$ cat src/rtl/alu_mul_sequencer_if.sv
// alu_mul_sequencer_if
// Bundles the request/response signals of the multiply sequencer with the
// operand/control/result signals of the shared execute-stage ALU.
//   slave  : the sequencer (takes requests and ALU results, drives ALU inputs
//            and the product/status outputs)
//   master : the surroundings (requester plus the ALU itself)
// Signals:
//   start, op_a, op_b         request: one-cycle start with signed operands
//   busy, done                status: busy while sequencing, done pulse
//   product, prod_z, prod_n   low WIDTH bits of the product and its flags
//   alu_a, alu_b              ALU operands driven by the sequencer
//   alu_add/inc/neg/sub       ALU op controls driven by the sequencer
//   alu_out, alu_z, alu_n     combinational ALU result and flags
interface alu_mul_sequencer_if #(
  parameter int WIDTH = 32
);
  logic             start;
  logic [WIDTH-1:0] op_a;
  logic [WIDTH-1:0] op_b;
  logic             busy;
  logic             done;
  logic [WIDTH-1:0] product;
  logic             prod_z;
  logic             prod_n;
  logic [WIDTH-1:0] alu_a;
  logic [WIDTH-1:0] alu_b;
  logic             alu_add;
  logic             alu_inc;
  logic             alu_neg;
  logic             alu_sub;
  logic [WIDTH-1:0] alu_out;
  logic             alu_z;
  logic             alu_n;

  modport slave (
    input  start, op_a, op_b, alu_out, alu_z, alu_n,
    output busy, done, product, prod_z, prod_n,
           alu_a, alu_b, alu_add, alu_inc, alu_neg, alu_sub
  );

  modport master (
    output start, op_a, op_b, alu_out, alu_z, alu_n,
    input  busy, done, product, prod_z, prod_n,
           alu_a, alu_b, alu_add, alu_inc, alu_neg, alu_sub
  );
endinterface

$ cat src/rtl/alu_mul_sequencer.sv
// alu_mul_sequencer
// Multi-cycle signed WIDTHxWIDTH multiplier that borrows the shared execute
// ALU instead of owning an adder. Operands are made non-negative (ABS_A,
// ABS_B), multiplied by 32 shift-and-add steps (LOOP), and the sign is
// re-applied (FIX). Every step is one ALU op; latency is fixed at 36 cycles
// from the accepting edge to the done cycle.
// Ports:
//   clk    rising-edge clock
//   rst_n  synchronous active-low reset
//   bus    alu_mul_sequencer_if.slave (request, ALU drive/return, result)
// ALU outputs are registered: they are computed from the next state and the
// next operand register values so that during each state the ALU already
// sees the operation belonging to that state.
module alu_mul_sequencer #(
  parameter int WIDTH = 32,
  parameter int CNT_W = 5
) (
  input  logic                  clk,
  input  logic                  rst_n,
  alu_mul_sequencer_if.slave    bus
);

  typedef enum logic [2:0] {
    S_IDLE  = 3'd0,
    S_ABS_A = 3'd1,
    S_ABS_B = 3'd2,
    S_LOOP  = 3'd3,
    S_FIX   = 3'd4,
    S_DONE  = 3'd5
  } state_t;

  localparam logic [CNT_W-1:0] CNT_LAST = CNT_W'(WIDTH - 1);
  localparam logic [WIDTH-1:0] ZERO_W   = {WIDTH{1'b0}};

  state_t           state_q, state_d;
  logic [WIDTH-1:0] mcand_q, mcand_d;
  logic [WIDTH-1:0] mplier_q, mplier_d;
  logic [WIDTH-1:0] acc_q, acc_d;
  logic [CNT_W-1:0] cnt_q, cnt_d;
  logic             sign_q, sign_d;
  logic [WIDTH-1:0] product_q, product_d;
  logic             prod_z_q, prod_z_d;
  logic             prod_n_q, prod_n_d;
  logic             busy_q, busy_d;
  logic             done_q, done_d;
  logic [WIDTH-1:0] alu_a_q, alu_a_d;
  logic [WIDTH-1:0] alu_b_q, alu_b_d;
  logic             alu_add_q, alu_add_d;
  logic             alu_neg_q, alu_neg_d;

  // Next-state, datapath register updates and the ALU op for the next state
  always_comb begin
    state_d   = state_q;
    mcand_d   = mcand_q;
    mplier_d  = mplier_q;
    acc_d     = acc_q;
    cnt_d     = cnt_q;
    sign_d    = sign_q;
    product_d = product_q;
    prod_z_d  = prod_z_q;
    prod_n_d  = prod_n_q;

    case (state_q)
      S_IDLE: begin
        if (bus.start) begin
          mcand_d  = bus.op_a;
          mplier_d = bus.op_b;
          sign_d   = bus.op_a[WIDTH-1] ^ bus.op_b[WIDTH-1];
          acc_d    = ZERO_W;
          state_d  = S_ABS_A;
        end else begin
          state_d  = S_IDLE;
        end
      end
      S_ABS_A: begin
        mcand_d = bus.alu_out;
        state_d = S_ABS_B;
      end
      S_ABS_B: begin
        mplier_d = bus.alu_out;
        acc_d    = ZERO_W;
        cnt_d    = {CNT_W{1'b0}};
        state_d  = S_LOOP;
      end
      S_LOOP: begin
        acc_d    = bus.alu_out;
        mcand_d  = mcand_q << 1;
        mplier_d = mplier_q >> 1;
        cnt_d    = cnt_q + CNT_W'(1);
        if (cnt_q == CNT_LAST) begin
          state_d = S_FIX;
        end else begin
          state_d = S_LOOP;
        end
      end
      S_FIX: begin
        product_d = bus.alu_out;
        prod_z_d  = bus.alu_z;
        prod_n_d  = bus.alu_n;
        state_d   = S_DONE;
      end
      S_DONE: begin
        state_d = S_IDLE;
      end
      default: begin
        state_d = S_IDLE;
      end
    endcase

    // ALU op that will be presented while sitting in state_d.
    // A magnitude of -2^31 negates to itself and is then used as unsigned.
    alu_a_d   = ZERO_W;
    alu_b_d   = ZERO_W;
    alu_add_d = 1'b0;
    alu_neg_d = 1'b0;
    case (state_d)
      S_ABS_A: begin
        alu_a_d = mcand_d;
        if (mcand_d[WIDTH-1]) begin
          alu_neg_d = 1'b1;
        end else begin
          alu_add_d = 1'b1;
        end
      end
      S_ABS_B: begin
        alu_a_d = mplier_d;
        if (mplier_d[WIDTH-1]) begin
          alu_neg_d = 1'b1;
        end else begin
          alu_add_d = 1'b1;
        end
      end
      S_LOOP: begin
        alu_a_d   = acc_d;
        alu_b_d   = mplier_d[0] ? mcand_d : ZERO_W;
        alu_add_d = 1'b1;
      end
      S_FIX: begin
        alu_a_d = acc_d;
        if (sign_d) begin
          alu_neg_d = 1'b1;
        end else begin
          alu_add_d = 1'b1;
        end
      end
      default: begin
        alu_a_d   = ZERO_W;
        alu_b_d   = ZERO_W;
        alu_add_d = 1'b0;
        alu_neg_d = 1'b0;
      end
    endcase

    busy_d = (state_d != S_IDLE);
    done_d = (state_d == S_DONE);
  end

  // State and output registers with synchronous active-low reset
  always_ff @(posedge clk) begin
    if (!rst_n) begin
      state_q   <= S_IDLE;
      mcand_q   <= ZERO_W;
      mplier_q  <= ZERO_W;
      acc_q     <= ZERO_W;
      cnt_q     <= {CNT_W{1'b0}};
      sign_q    <= 1'b0;
      product_q <= ZERO_W;
      prod_z_q  <= 1'b0;
      prod_n_q  <= 1'b0;
      busy_q    <= 1'b0;
      done_q    <= 1'b0;
      alu_a_q   <= ZERO_W;
      alu_b_q   <= ZERO_W;
      alu_add_q <= 1'b0;
      alu_neg_q <= 1'b0;
    end else begin
      state_q   <= state_d;
      mcand_q   <= mcand_d;
      mplier_q  <= mplier_d;
      acc_q     <= acc_d;
      cnt_q     <= cnt_d;
      sign_q    <= sign_d;
      product_q <= product_d;
      prod_z_q  <= prod_z_d;
      prod_n_q  <= prod_n_d;
      busy_q    <= busy_d;
      done_q    <= done_d;
      alu_a_q   <= alu_a_d;
      alu_b_q   <= alu_b_d;
      alu_add_q <= alu_add_d;
      alu_neg_q <= alu_neg_d;
    end
  end

  assign bus.busy    = busy_q;
  assign bus.done    = done_q;
  assign bus.product = product_q;
  assign bus.prod_z  = prod_z_q;
  assign bus.prod_n  = prod_n_q;
  assign bus.alu_a   = alu_a_q;
  assign bus.alu_b   = alu_b_q;
  assign bus.alu_add = alu_add_q;
  assign bus.alu_neg = alu_neg_q;
  // INC and SUB are never needed by the shift-and-add sequence.
  assign bus.alu_inc = 1'b0;
  assign bus.alu_sub = 1'b0;

endmodule

$ cat src/flat_wrapper.sv
// flat-port wrapper written by rule: the top's interface ports become plain ports
module alu_mul_sequencer_flat 
#(
  parameter int WIDTH = 32,
  parameter int CNT_W = 5
)
  (clk, rst_n, bus_start, bus_op_a, bus_op_b, bus_alu_out, bus_alu_z, bus_alu_n, bus_busy, bus_done, bus_product, bus_prod_z, bus_prod_n, bus_alu_a, bus_alu_b, bus_alu_add, bus_alu_inc, bus_alu_neg, bus_alu_sub);
  alu_mul_sequencer_if #(.WIDTH(WIDTH)) bus_i ();
  input  logic clk;
  input  logic rst_n;
  input wire logic [$bits(bus_i.start)-1:0] bus_start;
  input wire logic [$bits(bus_i.op_a)-1:0] bus_op_a;
  input wire logic [$bits(bus_i.op_b)-1:0] bus_op_b;
  input wire logic [$bits(bus_i.alu_out)-1:0] bus_alu_out;
  input wire logic [$bits(bus_i.alu_z)-1:0] bus_alu_z;
  input wire logic [$bits(bus_i.alu_n)-1:0] bus_alu_n;
  output wire logic [$bits(bus_i.busy)-1:0] bus_busy;
  output wire logic [$bits(bus_i.done)-1:0] bus_done;
  output wire logic [$bits(bus_i.product)-1:0] bus_product;
  output wire logic [$bits(bus_i.prod_z)-1:0] bus_prod_z;
  output wire logic [$bits(bus_i.prod_n)-1:0] bus_prod_n;
  output wire logic [$bits(bus_i.alu_a)-1:0] bus_alu_a;
  output wire logic [$bits(bus_i.alu_b)-1:0] bus_alu_b;
  output wire logic [$bits(bus_i.alu_add)-1:0] bus_alu_add;
  output wire logic [$bits(bus_i.alu_inc)-1:0] bus_alu_inc;
  output wire logic [$bits(bus_i.alu_neg)-1:0] bus_alu_neg;
  output wire logic [$bits(bus_i.alu_sub)-1:0] bus_alu_sub;
  assign bus_i.start = bus_start;
  assign bus_i.op_a = bus_op_a;
  assign bus_i.op_b = bus_op_b;
  assign bus_i.alu_out = bus_alu_out;
  assign bus_i.alu_z = bus_alu_z;
  assign bus_i.alu_n = bus_alu_n;
  assign bus_busy = bus_i.busy;
  assign bus_done = bus_i.done;
  assign bus_product = bus_i.product;
  assign bus_prod_z = bus_i.prod_z;
  assign bus_prod_n = bus_i.prod_n;
  assign bus_alu_a = bus_i.alu_a;
  assign bus_alu_b = bus_i.alu_b;
  assign bus_alu_add = bus_i.alu_add;
  assign bus_alu_inc = bus_i.alu_inc;
  assign bus_alu_neg = bus_i.alu_neg;
  assign bus_alu_sub = bus_i.alu_sub;
  alu_mul_sequencer #(.WIDTH(WIDTH), .CNT_W(CNT_W)) u_core (.clk(clk), .rst_n(rst_n), .bus(bus_i));
endmodule
$ cat config.mk
export PLATFORM = sky130hd
export DESIGN_NAME = alu_mul_sequencer_flat
export DESIGN_NICKNAME = d
export VERILOG_FILES = /design/src/rtl/alu_mul_sequencer_if.sv /design/src/rtl/alu_mul_sequencer.sv /design/src/flat_wrapper.sv
export SDC_FILE = /design/constraint.sdc
export NUM_CORES = 1
export LEC_CHECK = 0
export CORE_MARGIN = 1.5
export CORE_UTILIZATION = 53
export CTS_BUF_LIST = sky130_fd_sc_hd__clkbuf_4 sky130_fd_sc_hd__clkbuf_8
export DETAILED_ROUTE_END_ITERATION = 7
export GPL_TIMING_DRIVEN = 0
export PLACE_DENSITY_LB_ADDON = 0.15
export SYNTH_ARGS = -nofsm -noshare
export SYNTH_HDL_FRONTEND = slang
export SYNTH_SLANG_ARGS = --single-unit
$ cat constraint.sdc
create_clock -name clk -period 3.2 [get_ports clk]
set_input_delay 0.32 -clock clk [delete_from_list [all_inputs] [get_ports clk]]
set_output_delay 0.32 -clock clk [all_outputs]
set_load 0.05 [all_outputs]
==> out/qor.txt <==
Slew Limit Fails: 0
#FFs+latches synth: 175
Initial antenna violation count: 0
Vias in the first global route: 6647
Synth top area share: 49.4%
# rows: 42
GP Congestion: 0.878
Antenna Cells: 0
DR iter-0 viols: 1069
Remaining DRCs: 0
M2 GR Usage: 51.1%
Clock transition at path regs: 0.09 ns
Required time worst endpoint: 3.52 ns
Max clock buf depth: 2
DIE WIDTH: 119 microns
Layout Nets: 1062
H-tree Lvls: 4
Max IR drop VDD: 0.000361 V
Root Driver: clkbuf_8
Die Span Y: 119 microns
Initial core utilization: 54.0%
Synth Area in Compound Gates: 16.8%
Post-DP HPWL: 15.8 mm
Met3 Use GR: 8.20%
Final min period: 2.19 ns
Max-slew headroom: 35.0%
FF-to-FF End: u_core.mcand_q[9]
CTS tree: built
Distinct cells, synth: 40
Mapped Area: 7090 sq um
Reg2Reg Depth: 5
HP Start: bus_alu_n
CP Max Fanout: 10
Critical path class: reg -> reg
Most used routing layer in global routing: met2
Post-synth top area cell: dfxtp_1
Vias/cell: 5.86
Worst Max-Slew Pin Slew: 0.966 ns
Hold Path End: u_core.bus.prod_n
Die area: 14100 sq um
CP arrival: 2.51 ns
Detailed-route via count: 6726
Hold Path Class: in -> reg
Run status: complete, no violations
Worst hold stages: 3
Syn Area/Cell: 9.62 sq um
PD cells: 494 nW/um^2
Routed WL per cell: 19.2 microns
ANT nets after route: 0
Top cells by area, synth: dfxtp_1 49%, mux2_2 15%, a222oi_1 8.6%
Drt pass-1 iters: 7
Cells after Synth: 737
CTS-repair resized insts: 0
Crit start category: register
Post-synthesis simple-gate area fraction: 13.5%
Reg2reg start: u_core.state_q[1]
CTS Sinks: 175
Setup tns final: 0 ns
Sequential share of the synthesized area: 49.4%
Largest family of logic cells by synthesized area: compound AO/OA/AOI/OAI gates
RSZ-0062 raised after global routing: false
Synth Area in XOR/XNOR: 0.124%
Grt ovf: 0
Met1 Usage GRT: 38.3%
Post-synthesis adder-cell area fraction: 0.353%
First-pass GRT wire length: 34.5 mm
Core ar.: 13100 sq um
Largest net degree at the start of global routing: 17
CTS Hold Bufs: 0
Worst hold slack: 0.406 ns
Layout area overhead: 37.1%
Final hold vios: 0
Setup Buffers After CTS: 0
Clk_skew: 0.0107 ns
IO Pins: 205
Reg2reg setup slack: 1.01 ns
Total leakage power: 3.57 nW
Total track usage: 31.2%
Max Freq: 457 MHz
Clock latency on the worst-skew pair: 0.47 ns
Total Wirelength: 22.1 mm
Multiplexer area fraction after synthesis: 15.0%
Layout cells sized above 1: 16.7%
Cts bufs inserted: 17
# setup viols final: 0
Final worst path period share: 68.3%
Fill cells: 995
YS warnings: 0
Max Cap Viol: 0
Worst setup EP type: register
PortBufs: 202
[cells in the final DEF (no fill, tap or decap), types with 2 or more instances in the layout]
| master | instances |
|---|---|
| nand2_1 | 74 |
| nand3b_1 | 2 |
| buf_4 | 2 |
| conb_1 | 2 |
| clkdlybuf4s50_1 | 202 |
| and2_1 | 2 |
| and3_1 | 2 |
| a21oi_1 | 41 |
| dfxtp_1 | 175 |
| a31oi_1 | 2 |
| mux2i_1 | 3 |
| clkbuf_4 | 2 |
| a222oi_1 | 61 |
| a22oi_1 | 35 |
| clkbuf_1 | 37 |
| inv_1 | 3 |
| nor2b_1 | 6 |
| o21bai_1 | 2 |
| o21ai_0 | 3 |
| nor3_1 | 2 |
| clkinvlp_4 | 2 |
| buf_2 | 31 |
| clkbuf_8 | 21 |
| ha_1 | 2 |
| nor2_1 | 137 |
| mux2_2 | 92 |
| nand3_1 | 3 |
| clkinv_2 | 4 |
| buf_1 | 3 |
[state kept, by name (all words and copies together), names as in the netlist, 3 cells and up]
register	flops
u_core.mplier_q	32
u_core.bus.alu_b	32
u_core.state_q	3
u_core.bus.product	32
u_core.bus.alu_a	32
u_core.cnt_q	5
u_core.mcand_q	32
[Yosys cell counts]
master	instances
nor4b_2	1
a31o_2	1
xor2_1	1
a32oi_1	1
a222oi_1	61
a31oi_1	2
nand3_1	3
a21oi_1	41
o22ai_1	1
o21a_1	1
nor4_1	1
nand2_1	74
nor2b_1	6
o21ai_0	3
dfxtp_1	175
nor3_1	2
and3b_1	1
clkbuf_1	37
nand2b_1	1
o32ai_2	1
or4b_4	1
nor2_1	137
o31ai_1	1
ha_1	2
and3_1	2
and2_1	2
buf_2	31
nand3b_1	2
inv_1	3
buf_4	2
nand3_2	1
or3_1	1
a22oi_1	35
a22o_1	1
mux2i_1	3
mux2_2	92
a211oi_1	1
o21bai_1	2
buf_1	3
conb_1	1
[metal layers]
| metal | vias to the layer above | wire length [microns] | part of all wire (%) |
|---|---|---|---|
| li1 | 3115 | - | - |
| met1 | 3176 | 8850 | 40 |
| met2 | 386 | 10500 | 48 |
| met3 | 49 | 2070 | 9.4 |
| met4 | 0 | 646 | 2.9 |
| met5 | - | 0 | 0 |
[metrics by stage]
| stage | instance area (sq um) | total power, mW | util [%] | worst slack (ns) | cells |
|---|---|---|---|---|---|
| detailed placement | 9340 | 3.34 | 71.1 | 0.816 | 1116 |
| global route | 9720 | 4.97 | 74.0 | 0.884 | 1148 |
| global placement | 9340 | 3.32 | 71.1 | 0.833 | 1116 |
| floorplan | 7100 | 2.98 | - | 1.48 | 738 |
| finish | 9720 | 4.81 | 74.0 | 1.01 | 1148 |
| CTS | 9720 | 4.80 | 74.0 | 1.06 | 1148 |
[how the worst max path moves through the flow]
stage                           start                   end  slack [ns]  cells past startpoint
finish              u_core.state_q[1]     u_core.mcand_q[9]        1.01                      5
global route        u_core.state_q[1]  u_core.bus.alu_a[18]        0.88                      5
CTS                 u_core.state_q[1]  u_core.bus.alu_a[27]        1.06                      5
detailed placement          bus_start  u_core.bus.alu_a[17]        0.82                      4
global placement            bus_start  u_core.bus.alu_a[17]        0.83                      4
floorplan           u_core.state_q[0]   u_core.mplier_q[10]        1.48                      5
[report_power, final]
group          internal [mW]  switching (mW)
clock                  0.714           0.777
sequential              2.28          0.0595
combinational          0.440           0.535
[cells by family (layout without fill, tap and decap cells)]
group	count (synthesis)	after routing
xor+xnor	1	1
mux	95	95
flops	175	175
buf+inv	76	310
other cells	1	2
fa+ha+maj	2	2
simple gates	235	235
compound gates	152	152
[layout make-up]
type	instances	area (sq um)	share of cell area, %
flip-flops and latches	175	3500	36.0
multi-input cells	487	3260	33.5
repair buffers	202	2020	20.8
plain buffers	73	320	3.29
clock buffers	23	304	3.13
well taps	176	220	2.26
clock inverters	9	82.6	0.849
inverters	3	11.3	0.116
[worst max-delay path, stage by stage, from the launching register on]
cell      delay [ns]
dfxtp_1         0.31
buf_2           0.21
buf_1           0.53
mux2_2          0.42
a222oi_1        0.46
nor2_1          0.11
Note: power is estimated with default switching activity, not from simulation.
